`src/rtl/lock_pkg.sv`:
```
// lock_pkg: shared definitions for the lock_stats window statistics block.
//   WIN_W        : width of the requested log2 window field
//   lock_state_e : window sequencer states
package lock_pkg;

  localparam int WIN_W = 3;

  typedef enum logic {
    ST_FIRST = 1'b0,   // next in_tick starts a new window
    ST_ACC   = 1'b1    // window in progress, accumulating samples
  } lock_state_e;

endpackage

```
`src/rtl/lock_minmax.sv`:
```
// lock_minmax: running signed min/max tracker for one window.
// Only instantiated when LOCK_STATS_MINMAX_EN is defined.
// Ports:
//   clk, rst_n       : clock, async active-low reset
//   load             : first sample of a window, loads both extrema
//   update           : later sample of a window, compares against extrema
//   din              : signed sample
//   min_nxt, max_nxt : extrema including the current sample (combinational),
//                      so the parent can register them on the completing tick
module lock_minmax #(
  parameter int R = 14
) (
  input  logic                clk,
  input  logic                rst_n,
  input  logic                load,
  input  logic                update,
  input  logic signed [R-1:0] din,
  output logic signed [R-1:0] min_nxt,
  output logic signed [R-1:0] max_nxt
);

  logic signed [R-1:0] min_q, max_q;

  always_comb begin
    min_nxt = min_q;
    max_nxt = max_q;
    if (load) begin
      min_nxt = din;
      max_nxt = din;
    end else if (update) begin
      if (din < min_q) min_nxt = din;
      if (din > max_q) max_nxt = din;
    end
  end

  always_ff @(posedge clk or negedge rst_n) begin
    if (!rst_n) begin
      min_q <= '0;
      max_q <= '0;
    end else begin
      min_q <= min_nxt;
      max_q <= max_nxt;
    end
  end

endmodule

```
`src/rtl/lock_stats.sv`:
```
// lock_stats: windowed sum / mean / extrema of a decimated sample stream.
// A window of 2**min(log2_win, M) samples is accumulated; on the last sample
// the result is registered and held with valid until acked. A completion
// while a result is still held and not acked is dropped (sticky overrun).
// Optional feature: define LOCK_STATS_MINMAX_EN to build min/max tracking;
// otherwise min and max read constant 0.
// Ports:
//   clk, rst_n        : clock, async active-low reset
//   in, in_tick       : signed sample and its strobe
//   log2_win          : requested log2 window length (latched at window start)
//   clear             : synchronous flush of window, result and flags
//   ack               : consumer accepts held result
//   sum, mean         : window sum (R+M bits) and floor mean
//   min, max          : window extrema
//   valid, overrun    : result held / result dropped (sticky)
//   win_cnt           : number of results loaded, wraps at 255
module lock_stats
  import lock_pkg::*;
#(
  parameter int R = 14,
  parameter int M = 4
) (
  input  logic                  clk,
  input  logic                  rst_n,
  input  logic signed [R-1:0]   in,
  input  logic                  in_tick,
  input  logic [WIN_W-1:0]      log2_win,
  input  logic                  clear,
  input  logic                  ack,
  output logic signed [R+M-1:0] sum,
  output logic signed [R-1:0]   mean,
  output logic signed [R-1:0]   min,
  output logic signed [R-1:0]   max,
  output logic                  valid,
  output logic                  overrun,
  output logic [7:0]            win_cnt
);

  localparam int SW = R + M;
  localparam int CW = M + 1;   // holds sample counts up to 2**M
  localparam logic [WIN_W-1:0] N_MAX = WIN_W'(M);

  lock_state_e          state_q;
  logic [WIN_W-1:0]     n_q;
  logic [CW-1:0]        cnt_q;
  logic signed [SW-1:0] acc_q;

  logic                 starting;
  logic [WIN_W-1:0]     n_win;
  logic signed [SW-1:0] in_ext, acc_nxt;
  logic [CW-1:0]        cnt_nxt;
  logic                 done;
  logic signed [R-1:0]  mean_nxt;

  always_comb begin
    starting = (state_q == ST_FIRST);
    in_ext   = {{M{in[R-1]}}, in};
    n_win    = starting ? ((log2_win > N_MAX) ? N_MAX : log2_win) : n_q;
    acc_nxt  = starting ? in_ext : acc_q + in_ext;
    cnt_nxt  = starting ? CW'(1) : cnt_q + CW'(1);
    done     = in_tick && (cnt_nxt == (CW'(1) << n_win));
    // arithmetic shift gives floor division for negative sums
    mean_nxt = R'(acc_nxt >>> n_win);
  end

  always_ff @(posedge clk or negedge rst_n) begin
    if (!rst_n) begin
      state_q <= ST_FIRST;
      n_q     <= '0;
      cnt_q   <= '0;
      acc_q   <= '0;
      sum     <= '0;
      mean    <= '0;
      valid   <= 1'b0;
      overrun <= 1'b0;
      win_cnt <= '0;
    end else if (clear) begin
      state_q <= ST_FIRST;
      n_q     <= '0;
      cnt_q   <= '0;
      acc_q   <= '0;
      sum     <= '0;
      mean    <= '0;
      valid   <= 1'b0;
      overrun <= 1'b0;
      win_cnt <= '0;
    end else begin
      if (in_tick) begin
        acc_q   <= acc_nxt;
        cnt_q   <= cnt_nxt;
        n_q     <= n_win;
        state_q <= done ? ST_FIRST : ST_ACC;
      end
      if (done) begin
        if (!valid || ack) begin
          sum     <= acc_nxt;
          mean    <= mean_nxt;
          valid   <= 1'b1;
          win_cnt <= win_cnt + 8'd1;
        end else begin
          overrun <= 1'b1;
        end
      end else if (ack) begin
        valid <= 1'b0;
      end
    end
  end

`ifdef LOCK_STATS_MINMAX_EN
  logic signed [R-1:0] min_nxt, max_nxt;

  lock_minmax #(.R(R)) u_minmax (
    .clk     (clk),
    .rst_n   (rst_n),
    .load    (in_tick && starting && !clear),
    .update  (in_tick && !starting && !clear),
    .din     (in),
    .min_nxt (min_nxt),
    .max_nxt (max_nxt)
  );

  // result extrema follow the same load/hold rule as sum and mean
  always_ff @(posedge clk or negedge rst_n) begin
    if (!rst_n) begin
      min <= '0;
      max <= '0;
    end else if (clear) begin
      min <= '0;
      max <= '0;
    end else if (done && (!valid || ack)) begin
      min <= min_nxt;
      max <= max_nxt;
    end
  end
`else
  assign min = '0;
  assign max = '0;
`endif

endmodule

```
`config.mk`:
```
export PLATFORM = sky130hd
export DESIGN_NAME = lock_stats
export DESIGN_NICKNAME = d
export VERILOG_FILES = /design/src/rtl/lock_pkg.sv /design/src/rtl/lock_minmax.sv /design/src/rtl/lock_stats.sv
export SDC_FILE = /design/constraint.sdc
export NUM_CORES = 1
export LEC_CHECK = 0
export BUFFER_PORTS_ARGS = -buffer_cell sky130_fd_sc_hd__clkbuf_2
export CORE_UTILIZATION = 58
export CTS_BUF_LIST = sky130_fd_sc_hd__clkbuf_8 sky130_fd_sc_hd__clkbuf_16
export CTS_CLUSTER_DIAMETER = 150
export DETAILED_ROUTE_END_ITERATION = 10
export PLACE_DENSITY = 0.79
export SLEW_MARGIN = 30
export SYNTH_ARGS = -nofsm -noshare
export SYNTH_HDL_FRONTEND = slang
export SYNTH_SLANG_ARGS = --single-unit
```
`constraint.sdc`:
```
create_clock -name clk -period 3.39 [get_ports clk]
set_clock_uncertainty 0.2 [all_clocks]
set_input_delay 0.339 -clock clk [delete_from_list [all_inputs] [get_ports clk]]
set_output_delay 0.339 -clock clk [all_outputs]
set_load 0.02 [all_outputs]
```
==> results.json, run 1 <==
{
  "status": "finished with violations",
  "violations": "DRC",
  "endpoint_kind": "flop",
  "numCtsBuffers": 9,
  "max_freq_mhz": 314,
  "timing.final.hold_violations": 0,
  "drcViolationCount": 5,
  "synth_common_cells": "nor2_1 (86), dfrtp_1 (69), nand2_1 (52)",
  "fin_cells": 832,
  "cp.arrival_ns": 3.20,
  "clkTransAtPathRegs_ns": 0.08,
  "crit_required_ns": 3.41,
  "switchingPower_mw": 0.954,
  "hold_depth": 4,
  "insertion_delay_ns": 0.35,
  "powerDensity_nw_per_um2": 431,
  "setup-violations-final": 0,
  "track_usage_pct": 32.4,
  "leakagePower_nw": 2.81,
  "cts_root_buf": "clkbuf_8",
  "seqPwrFrac_pct": 34.8,
  "ys_warn_count": 0,
  "grt_pass1_wl_um": 24900,
  "max_slew_margin_pct": 47.0,
  "maxCapViolations": 0,
  "r2r_slack_ns": 0.21,
  "postRouteWirelength_um": 15100,
  "ys_types": 72,
  "die_x_um": 98.4,
  "tritoncts": "done",
  "p_int_mw": 1.69,
  "stdcell_area_um2": 6130,
  "grt_setup_unrepaired": "no",
  "num-fill-cells": 722,
  "syn_avg_cell_area_um2": 8.28,
  "overflow": 0,
  "crit_top_cell": "o21ai_0",
  "layout-drive-gt1-share_pct": 19.6,
  "cts_sinks": 69,
  "worstReg2RegEnd": "mean[12]",
  "fin_crit_sh_pct": 93.8,
  "ys_seq_area_share_pct": 32.1,
  "post_drt_wl_per_cell_um": 18.2,
  "syn-instance-count": 650,
  "switching_share_pct": 36.1,
  "min_from": "ack",
  "synth_flop_cell": "dfrtp_1",
  "antenna_found_initial": 0,
  "vias_per_cell": 6.26,
  "hp-class": "in -> reg",
  "placed_area_um2": 5860,
  "synth.most_common_cell": "nor2_1",
  "rows": 34,
  "pin_count": 92,
  "min_to": "valid",
  "dp_slack_ns": -0.00144,
  "vdd_drop_max_mv": 0.356,
  "antenna_cells": 0,
  "crit-reg2reg-launch": "acc_q[1]",
  "core_um2": 8850,
  "placed_cells": 816,
  "postLayoutCoreUtil_pct": 69.3,
  "nets": 762,
  "critPathSlowestCell": "a221o_1",
  "gp_congestion": 0.929,
  "synth.top_cell.area_share_pct": 32.1,
  "grt_pass1_vias": 4959,
  "fin_ws_ns": 0.209,
  "firstDrtPassIters": 10,
  "worstSetupStartpointType": "flop",
  "worst_pin_slew_ns": 0.795,
  "synth.area.top_cells": "dfrtp_1 (32%), a211oi_1 (7.1%), nor2_1 (6.0%)",
  "yosys.area.top_type": "dfrtp_1",
  "async_flop_share_pct": 100,
  "dieHeight_um": 98.4,
  "hpwl_um": 11000,
  "h-tree-depth": 3,
  "critPathMaxStageDelay_ns": 0.45,
  "cts_buffer_depth": 2,
  "synth_area_um2": 5390,
  "final.min_clock_period_ns": 3.18,
  "syn_to_final_growth_pct": 13.9,
  "drv_slew": 0,
  "synth_edf_count": 0,
  "clockPowerShare_pct": 31.2,
  "ys_ff_latch": 69,
  "vias": 5209,
  "drt_iter0_drc": 364,
  "ant_nets": 0,
  "pwr-share-comb_pct": 34.0,
  "dieArea_um2": 9670,
  "r2r_cells": 9,
  "initial_core_util_pct": 60.9,
  "path_class": "reg -> reg",
  "grt_max_degree": 49,
  "worstPathCellList": "ha_1, a211o_1, a221o_1, a211oi_1, o21ai_0, mux2i_1, nor3b_1, o21ai_0, a311oi_2",
  "cp_max_fo": 5,
  "io_buffers": 63,
  "postCtsSetupBuffers": 0
}
cell families after synthesis:
logic type	share of synthesized area, %
xor gates and xnor gates	1.46
other	0.0696
DFF	32.1
adders and majority gates	4.79
and+or+nand+nor	19.8
AOI/OAI and AO/OA	27.2
muxes	5.85
buffers and inverters	8.81
through the flow:
stage	total power [mW]	setup TNS, ns	hold slack, ns
floorplan	1.54	0	-0.157
global placement	1.79	0	0.265
detailed placement	1.81	-0.00144	0.263
CTS	2.63	0	0.165
global route	2.77	0	0.204
finish	2.65	0	0.177
layer usage:
metal  track usage [%]  wire length [µm]
met4              11.7               398
met3              4.72               878
met1              42.0              6580
met5                 0                 0
met2              55.1              7270
critical path, delay by kind of cell (launching register included):
kind	cells	cell delay [ns]
AND/OR/NAND/NOR	1	0.10
flip-flops	1	0.41
multiplexers	1	0.43
AO/OA/AOI/OAI	6	1.61
adder cells (fa/ha/maj)	1	0.30
state kept, by name, summed over array words and instances, names as in the netlist:
| signal | flops |
|---|---|
| acc_q | 18 |
| sum | 18 |
| mean | 14 |
| win_cnt | 8 |
| cnt_q | 5 |
| n_q | 3 |
| overrun | 1 |
| state_q | 1 |
| valid | 1 |
power groups by stage:
stage / Clock [mW] / Combinational (mW) / Sequential (mW)
floorplan: 0 / 0.591 / 0.952
CTS: 0.832 / 0.878 / 0.919
global route: 0.861 / 0.983 / 0.927
detailed placement: 0 / 0.871 / 0.936
global placement: 0 / 0.854 / 0.933
finish: 0.826 / 0.900 / 0.920
cells in the final DEF, fill, tap and decap left out, types with 6 or more instances in the layout:
cell / n
a211oi_1: 51
a21o_1: 6
a21oi_1: 46
a31oi_1: 8
and2_1: 7
buf_4: 38
clkbuf_2: 62
clkbuf_8: 9
conb_1: 28
dfrtp_1: 68
ha_1: 19
inv_1: 14
mux2_2: 6
mux2i_1: 20
nand2_1: 52
nand2b_1: 7
nand3_1: 12
nand4_1: 8
nor2_1: 86
nor2b_1: 11
nor3_1: 10
o211ai_1: 6
o21a_1: 7
o21ai_0: 30
cell type report:
cell class | count | area, µm² | area share [%]
Clock buffer | 9 | 124 | 2.02
Clock inverter | 6 | 113 | 1.84
Inverter | 14 | 52.6 | 0.857
Multi-Input combinational cell | 521 | 3310 | 54.0
Sequential cell | 69 | 1730 | 28.2
Tap cell | 108 | 135 | 2.20
Timing Repair Buffer | 105 | 671 | 10.9
repair_timing:
item | 4_1_cts | 5_1_grt
hold endpoints to repair | 32 | 0
resized for setup | 0 | 7
hold buffers | 1 | 0
setup endpoints to repair | 0 | 11
how the worst max path moves through the flow:
stage	end	slack, ns	startpoint
final	mean[12]	0.21	acc_q[1]
after floorplan	mean[12]	0.33	in[0]
after detailed placement	mean[12]	-0.001	in[0]
after global placement	mean[12]	0.12	in[0]
after CTS	mean[12]	0.07	acc_q[0]
after global routing	mean[12]	0.003	acc_q[1]
(Power assumes the default switching activity.)
==> inputs of run 2 (changes only) <==
Settings changed: CORE_UTILIZATION 58 to 35, PLACE_DENSITY 0.79 to 0.51.
==> run 2 against run 1 <==
Compared with the run above:
- final cell count is 9.3% higher
- global-route usage is 11 points lower
- largest power group is now the clock network
- clock-buffer cell count is 3 higher
- combinational power hardly changed
- clock power is 17% higher
- flip-flop and latch count stayed put
- power is 5.3% higher
- first-iteration DRC count is 25% lower
- routed wire length is 5.9% higher
- sequential share of layout area is 0.68 points lower
- highest routed layer unchanged
- the run now ends clean
- register-to-register slack hardly changed
==> results.json, run 2 (synthesized netlist as in run 1, its figures left out) <==
{
  "status": "complete, no violations",
  "gp_congestion": 0.903,
  "rows": 44,
  "grt_max_degree": 70,
  "min_from": "ack",
  "path_class": "reg -> reg",
  "max_freq_mhz": 313,
  "grt_pass1_wl_um": 26300,
  "worstReg2RegEnd": "mean[12]",
  "powerDensity_nw_per_um2": 444,
  "insertion_delay_ns": 0.33,
  "top_regs": "acc_q (18), sum (18), mean (14)",
  "io_buffers": 63,
  "endpoint_kind": "flop",
  "setup-violations-final": 0,
  "whs_ns": 0.217,
  "track_usage_pct": 20.9,
  "postCtsSetupBuffers": 0,
  "path_buf_inv": 1,
  "vdd_drop_max_mv": 0.223,
  "postRouteWirelength_um": 16000,
  "crit_required_ns": 3.43,
  "worstPathCellList": "ha_1, inv_1, fa_1, nor2b_1, o31ai_2, a211o_1, a211oi_4, a211oi_1, a2111oi_2, o21ai_0, a311oi_2",
  "final.min_clock_period_ns": 3.19,
  "stdcell_area_um2": 6290,
  "layout_commonest_cell": "nor2_1",
  "cp.arrival_ns": 3.23,
  "crit-reg2reg-launch": "acc_q[0]",
  "dieArea_um2": 15900,
  "cts_sinks": 69,
  "dp_slack_ns": -0.0232,
  "antenna_found_initial": 0,
  "vias_per_cell": 5.62,
  "fin_ws_ns": 0.198,
  "pin_count": 92,
  "clkTransAtPathRegs_ns": 0.06,
  "fin_cells": 909,
  "cp_top_family": "compound AO/OA/AOI/OAI gates",
  "vias": 5105,
  "initial_core_util_pct": 36.5,
  "p_total_mw": 2.79,
  "grt_pass1_vias": 5040,
  "syn_to_final_growth_pct": 16.7,
  "critPathMaxStageDelay_ns": 0.39,
  "leakagePower_nw": 2.84,
  "hold_depth": 4,
  "antenna_cells": 0,
  "cts_root_buf": "clkbuf_16",
  "r2r_cells": 11,
  "hpwl_um": 12000,
  "hp-class": "in -> reg",
  "worstSetupStartpointType": "flop",
  "drcViolationCount": 0,
  "die_x_um": 126,
  "critPathSlowestCell": "fa_1",
  "numCtsBuffers": 9,
  "layout_common_cells": "nor2_1 (86), dfrtp_1 (68), clkbuf_2 (62)",
  "tritoncts": "done",
  "layout-drive-gt1-share_pct": 19.9,
  "placed_cells": 892,
  "maxCapViolations": 0,
  "core_um2": 14800,
  "postLayoutCoreUtil_pct": 42.6,
  "post_drt_wl_per_cell_um": 17.6,
  "firstDrtPassIters": 5,
  "worst_pin_slew_ns": 0.761,
  "h-tree-depth": 3,
  "placed_area_um2": 5930,
  "nets": 762,
  "drt_iter0_drc": 272,
  "timing.final.hold_violations": 0,
  "fin_setup_tns_ns": 0,
  "cts_buffer_depth": 2,
  "cp_max_fo": 3,
  "drv_slew": 0,
  "dieHeight_um": 126,
  "ant_nets": 0,
  "r2r_slack_ns": 0.20,
  "overflow": 0,
  "max_slew_margin_pct": 49.2,
  "min_to": "valid",
  "fin_crit_sh_pct": 94.2
}
-- run 2: layout make-up --
cell class	instances	area [µm²]
Fill cell	1522	8470
Multi-Input combinational cell	521	3320
Sequential cell	69	1730
Timing Repair Buffer	105	646
Clock buffer	12	267
Tap cell	184	230
Inverter	14	52.6
Clock inverter	4	45.0
-- run 2: where the power goes --
part | switching [mW] | leakage (nW) | internal (mW)
Clock | 0.343 | 0.158 | 0.625
Sequential | 0.0466 | 0.934 | 0.875
Combinational | 0.570 | 1.75 | 0.327
-- run 2: timing repair --
item	CTS	global route
gates resized for setup	0	10
setup endpoints to repair	0	16
hold endpoints to repair	69	0
hold buffers	1	0
-- run 2: how the worst max path moves through the flow --
stage                          end      from  cells past startpoint  slack, ns
final                     mean[12]  acc_q[0]                     11       0.20
after global routing      mean[12]  acc_q[0]                     11     -0.007
after CTS                 mean[12]  acc_q[0]                     11       0.05
after detailed placement  mean[12]     in[0]                     12      -0.02
after global placement    mean[12]     in[0]                     12       0.06
after floorplan           mean[12]     in[0]                     11       0.33
-- run 2: layer usage --
| layer | vias up | routed length, µm | global-route usage [%] |
|---|---|---|---|
| met2 | 120 | 7560 | 34.1 |
| met4 | 0 | 343 | 7.58 |
| li1 | 2487 | - | - |
| met5 | - | 0 | 0 |
| met1 | 2473 | 7600 | 28.0 |
| met3 | 25 | 508 | 3.36 |
-- run 2: worst register-to-register path: cells and delay by family (launching register included) --
family                   cells  cell delay, ns
AND/OR/NAND/NOR              1            0.19
adder cells (fa/ha/maj)      2            0.58
AO/OA/AOI/OAI                7            1.71
buffers and inverters        1            0.07
flip-flops                   1            0.35
